--- src/rtl/clock_fault_handler.sv ---
// Turns the clock-watchdog fault flag into a safe-state request with software ack,
// recovery hysteresis and time-based escalation to a sticky ESCALATED state.
module clock_fault_handler #(
  parameter int FCNT_W = 8
) (
  input  logic              clk,
  input  logic              rst_n,
  input  logic              enable,
  input  logic              fault_clk,
  input  logic              fault_ack,
  input  logic [15:0]       recovery_cycles,
  input  logic [19:0]       escalate_cycles,
  output logic              safe_state_req,
  output logic              escalated,
  output logic              irq,
  output logic [FCNT_W-1:0] fault_count,
  output logic [1:0]        state
);

  typedef enum logic [1:0] {
    IDLE       = 2'b00,
    FAULT      = 2'b01,
    RECOVERING = 2'b10,
    ESCALATED  = 2'b11
  } state_t;

  state_t      state_q;
  logic        fault_q;
  logic        ack_seen;
  logic [15:0] rec_cnt;
  logic [19:0] esc_cnt;

  logic [15:0] r_last;
  logic [19:0] e_last;
  logic        esc_hit;
  logic        rec_done;
  logic        ack_any;

  // A zero recovery length behaves as one clean cycle; >= keeps a shrinking
  // configuration from stranding the counter above the new limit.
  always_comb begin
    r_last   = (recovery_cycles == 16'd0) ? 16'd0 : (recovery_cycles - 16'd1);
    e_last   = escalate_cycles - 20'd1;
    esc_hit  = (escalate_cycles != 20'd0) && (esc_cnt >= e_last);
    rec_done = (rec_cnt >= r_last);
    ack_any  = ack_seen || fault_ack;
  end

  always_ff @(posedge clk or negedge rst_n) begin
    if (!rst_n) begin
      state_q     <= IDLE;
      fault_q     <= 1'b0;
      ack_seen    <= 1'b0;
      rec_cnt     <= '0;
      esc_cnt     <= '0;
      fault_count <= '0;
      irq         <= 1'b0;
    end else begin
      fault_q <= fault_clk;
      irq     <= 1'b0;
      if (state_q == ESCALATED) begin
        state_q <= ESCALATED;
      end else if (!enable) begin
        state_q  <= IDLE;
        rec_cnt  <= '0;
        esc_cnt  <= '0;
        ack_seen <= 1'b0;
      end else begin
        case (state_q)
          IDLE: begin
            if (fault_q) begin
              state_q  <= FAULT;
              irq      <= 1'b1;
              esc_cnt  <= '0;
              ack_seen <= 1'b0;
              if (fault_count != {FCNT_W{1'b1}}) fault_count <= fault_count + FCNT_W'(1);
            end
          end
          FAULT, RECOVERING: begin
            if (esc_cnt != 20'hFFFFF) esc_cnt <= esc_cnt + 20'd1;
            if (fault_ack) ack_seen <= 1'b1;
            if (esc_hit) begin
              state_q <= ESCALATED;
              irq     <= 1'b1;
            end else if (state_q == RECOVERING && rec_done && !fault_q && ack_any) begin
              state_q <= IDLE;
            end else if (fault_q) begin
              // A fault while recovering is the same event: no count, no irq.
              state_q <= FAULT;
            end else if (state_q == FAULT) begin
              state_q <= RECOVERING;
              rec_cnt <= '0;
            end else if (!rec_done) begin
              rec_cnt <= rec_cnt + 16'd1;
            end
          end
          default: state_q <= IDLE;
        endcase
      end
    end
  end

  assign state          = state_q;
  assign safe_state_req = (state_q != IDLE);
  assign escalated      = (state_q == ESCALATED);

endmodule

--- config.mk ---
export PLATFORM = sky130hd
export DESIGN_NAME = clock_fault_handler
export DESIGN_NICKNAME = d
export VERILOG_FILES = /design/src/rtl/clock_fault_handler.sv
export SDC_FILE = /design/constraint.sdc
export NUM_CORES = 1
export LEC_CHECK = 0
export ABC_AREA = 0
export CELL_PAD_IN_SITES_DETAIL_PLACEMENT = 0
export CELL_PAD_IN_SITES_GLOBAL_PLACEMENT = 1
export CORE_ASPECT_RATIO = 1.5
export CORE_MARGIN = 5
export CORE_UTILIZATION = 46
export DETAILED_ROUTE_END_ITERATION = 7
export HOLD_SLACK_MARGIN = 0.03
export PLACE_DENSITY = 0.95
export SLEW_MARGIN = 25
export SYNTH_ARGS = -nofsm -noshare
export SYNTH_HDL_FRONTEND = slang
export SYNTH_SLANG_ARGS = --single-unit
--- constraint.sdc ---
create_clock -name clk -period 8.35 [get_ports clk]
set_input_delay 2.0875 -clock clk [delete_from_list [all_inputs] [get_ports clk]]
set_output_delay 2.0875 -clock clk [all_outputs]
set_load 0.1 [all_outputs]
# Yosys cells after proc, flatten, opt, wreduce, memory -nomap -nowiden
# Index checks and enable logic that the tools add are counted.
[word_totals]
ram_bits = 0
in_bits = 41
latch_bits = 0
mem_bits_ro = 0
reg_bits = 49
mem_count = 0
output_inout_bits = 13
[classes]
div_mod_pow = 0
reduce_logical = 16
shift = 0
bitwise_logic = 1
addsub = 5
muxes = 29
eq_ne = 16
n_mul = 0
n_lt_le_gt_ge = 2
[op_table]
columns = ["operator", "n"]
rows = [
  ["$mux 16", 8],
  ["$mux 20", 3],
  ["$pmux 20 s2", 1],
  ["$add 20x1->20 const B", 1],
  ["$ge 20x20->1", 1],
  ["$ne 20x20->1 const B", 1],
  ["$reduce_bool 20->1", 1],
  ["$sub 20x1->20 const B", 1],
  ["$add 16x1->16 const B", 1],
  ["$ge 16x16->1", 1],
  ["$logic_not 16->1", 1],
  ["$sub 16x1->16 const B", 1],
  ["$mux 2", 7],
  ["$ne 3x3->1 const B", 3],
  ["$add 8x1->8 const B", 1],
  ["$ne 8x8->1 const B", 1],
  ["$reduce_and 4->1", 2],
  ["$mux 1", 7],
  ["$ne 7x7->1 const B", 1],
  ["$ne 2x2->1 const B", 3],
  ["$reduce_and 6->1", 1],
  ["$reduce_and 5->1", 1],
  ["$eq 2x2->1 const B", 2],
  ["$logic_and 1x1->1", 4],
  ["other kinds (14)", 15],
]

# Logic depth before layout (Yosys ltp)
[depth]
ltp_word = 11
ltp_mapped = 17
depth_no_buf = 14

# Least setup slack after synthesis
# No wires, ideal clock.
[synth_timing]
kind = "register -> output"
from = "reg state_q[0], in the netlist state[0]"
to = "out safe_state_req"
path_buffers = 0
stages_incl_launch_ff = 4
slack_ns = 4.242
t_arrival_ns = 2.020
cell_sequence = "dfrtp_1 inv_1 ha_1 inv_1"
[synth_between]
elab_chain_len = 1
[synth_rtl]
columns = ["item", "line_no", "rtl"]
rows = [
  ["start, declared", "27", "state_t state_q;"],
  ["start signal, assigned", "51", "state_q <= IDLE;"],
  ["start signal, assigned", "62", "state_q <= ESCALATED;"],
  ["start signal, assigned", "64", "state_q <= IDLE;"],
  ["$reduce_bool 2->1", "104", "assign safe_state_req = (state_q != IDLE);"],
  ["end, declared", "13", "output logic safe_state_req,"],
]
# No other way between the ends.

==> qor.yml <==
routing:
  drtAntennaViolNets: 0
  routed-via-count: 3806
  wl_per_cell_um: 16.4
  first_pass_iters: 4
  drt_wl_total_um: 10600
  viasPerCell: 5.88
  drc: 0
  drt_iter0_markers: 177
finish:
  finalNetCount: 624
  regArea_mm2: 0.00123
  stdcell_count: 647
  multi_input_area_mm2: 0.00283
  final_cell_mix: "nand2_1, clkdlybuf4s50_1, dfrtp_1, nor2_1, ha_1"
  final_cell_area_mm2: 0.00494
  final_common_cell: "nand2_1"
  fill_cells: 778
  syn2layout_area_growth_pct: 18.4
  drive_gt1_frac: 0.0484
  final_util: 0.560
  antennaDiodeCount: 0
synth:
  synth_top_flop_cell: "dfrtp_1"
  synth_cell_type_count: 56
  avgSynthCellArea_um2: 8.48
  async_flop_share: 1.00
  synth_fp_nets: 580
  synth_cells: 492
  synth-edff-count: 0
  synth_warnings: 0
  ys_seq_area_frac: 0.294
  syn_area_mm2: 0.00417
  ys_ff_latch: 49
clock_network:
  root_buffer: "clkbuf_16"
  clkSlewWorstSetupHoldPaths_ns: 0.07
  cts_buffers: 5
  post_cts_buffers: 0
  ctsLongestPathBuffers: 2
  tritoncts: "yes"
  post_cts_resize_count: 0
  h-tree-depth: 2
  cts.sinks: 49
  clock_latency_ns: 0.30
  holdBufCountCts: 0
critical_path:
  crit_chain: "clkdlybuf4s50_1, nor4_1, nand3_1, nor4_1, xor2_1, nand2_1, ha_1, nand4_1, nor3_1, or4b_2, a31oi_1, or2_2, or3_1, o21ai_0"
  startpoint_type: "primary input"
  worst-path-buf-inv: 1
  critPathRequiredTime_ns: 8.50
  crit_type: "primary input to flip-flop"
  endpoint_kind: "flip-flop"
  slowest_stage: "nor4_1"
  arrival_ns: 6.52
  slowest_delay_ns: 0.68
  critical_path.max_fanout: 16
  crit_path_frequent_cell: "nor4_1"
  crit_family: "simple AND/OR/NAND/NOR gates"
floorplan:
  die_height_um: 127
  std_cell_rows: 42
  die_area_mm2: 0.0111
  initial_utilization: 0.473
  coreArea_mm2: 0.00883
  io_pins: 54
  die_x_um: 87.8
power_and_ir_drop:
  worst_ir_drop_vdd_mv: 0.220
  p_per_area_mw_per_mm2: 203
  p_leak_nw: 2.12
sta:
  skew_ns: 0.0102
  setup_viol: 0
  fin_hold_ws_ns: 0.496
  max-slew-margin-rel: 0.334
  rsz0062_at_grt: "no"
  period_share: 0.762
  fin_tns_setup_ns: 0
  fmax_mhz: 157
  period_needed_ns: 6.36
  hold_viol: 0
  slew_violations: 0
  worstMarginPinSlew_ns: 0.996
grt:
  grt_pass1_vias: 3879
  grt_start_max_net_pins: 50
  antenna_found_initial: 0
  gr-total-overflow: 0
  grt_pass1_wl_um: 17600
  grt_usage: 0.195
placement:
  dpl_cell_area_mm2: 0.00477
  portBuffers: 53
  gp_congestion: 0.875
  dpl.cell_count: 639
  dp_hpwl_um: 8460
outcome:
  outcome: "complete, no violations"
run:
  cap_violations: 0
worst_hold_path:
  hp-class: "flip-flop to flip-flop"
==> area by class of cell <==
| class | count | share of cell area |
|---|---|---|
| Multi-Input combinational cell | 413 | 0.572 |
| Tap cell | 110 | 0.0278 |
| Sequential cell | 49 | 0.248 |
| Timing Repair Buffer | 54 | 0.108 |
| Clock buffer | 5 | 0.0253 |
| Inverter | 13 | 0.00987 |
| Clock inverter | 3 | 0.00962 |
==> path summary, 6_finish.rpt <==
check,cells after the start,from,to,slack (ns)
max,14,recovery_cycles[3],rec_cnt[14]$_DFFE_PN0P_,1.99
min,1,fault_count[5]$_DFFE_PN0P_,fault_count[5]$_DFFE_PN0P_,0.50
max reg2reg,8,rec_cnt[14]$_DFFE_PN0P_,rec_cnt[14]$_DFFE_PN0P_,5.28
min reg2reg,1,fault_count[5]$_DFFE_PN0P_,fault_count[5]$_DFFE_PN0P_,0.50
max in group asynchronous,2,rst_n,esc_cnt[10]$_DFFE_PN0P_,6.04
min in group asynchronous,2,rst_n,rec_cnt[9]$_DFFE_PN0P_,1.89
==> flip-flops by register name, indices dropped and copies added, names as in the netlist <==
signal	cells
esc_cnt	20
rec_cnt	16
fault_count	8
state	2
ack_seen	1
fault_q	1
irq	1
==> kinds of logic (layout without fill, tap and decap cells) <==
kind of cell             after synthesis  in the layout  share of synthesized area
AO/OA/AOI/OAI                         88             88                      0.148
AND/OR/NAND/NOR                      223            223                      0.272
multiplexers                           2              2                    0.00510
buffers and inverters                 30             75                     0.0294
flip-flops                            49             49                      0.294
XOR/XNOR                              53             53                      0.111
adder cells (fa/ha/maj)               47             47                      0.141
==> through the flow <==
step / power, mW / setup WS (ns)
2_1_floorplan: 0.640 / 2.80
3_5_place_dp: 0.768 / 1.74
4_1_cts: 1.01 / 2.03
6_report: 1.00 / 1.99
3_3_place_gp: 0.756 / 1.87
5_1_grt: 1.05 / 1.78
==> synth_stat cells (all sizes together), types with 6 or more instances <==
library cell  instances  area, um^2
xor2                 27         236
nand4                12        75.1
a21o                  8        60.1
xnor2                26         228
a21oi                23         115
nor2                 47         176
o21ai                13        65.1
nor4                  8        71.3
nand3                27         135
clkbuf               14        52.6
dfrtp                49        1230
nor3                 21         105
or3                  16         105
nand2                55         206
inv                  13        48.8
ha                   47         588
o31ai                10        90.1
and2                  6        37.5
and3                  6        37.5
==> where the power goes <==
| part | switching [mW] | total, mW | internal (mW) | leakage (nW) |
|---|---|---|---|---|
| clock network | 0.0952 | 0.239 | 0.144 | 0.0848 |
| logic | 0.337 | 0.473 | 0.135 | 1.36 |
| registers | 0.0298 | 0.291 | 0.261 | 0.670 |
| total | 0.462 | 1.00 | 0.540 | 2.12 |
==> metal layers <==
layer  share of wire  wire length, um  vias to the layer above  global-route usage
li1                -                -                     1873                   -
met1            0.37             3970                     1817               0.202
met2            0.56             5910                       85               0.374
met3           0.033              351                       31              0.0208
met4           0.037              393                        0              0.0939
met5               0                0                        -                   0
No activity file was read; power rests on OpenSTA's default activity.
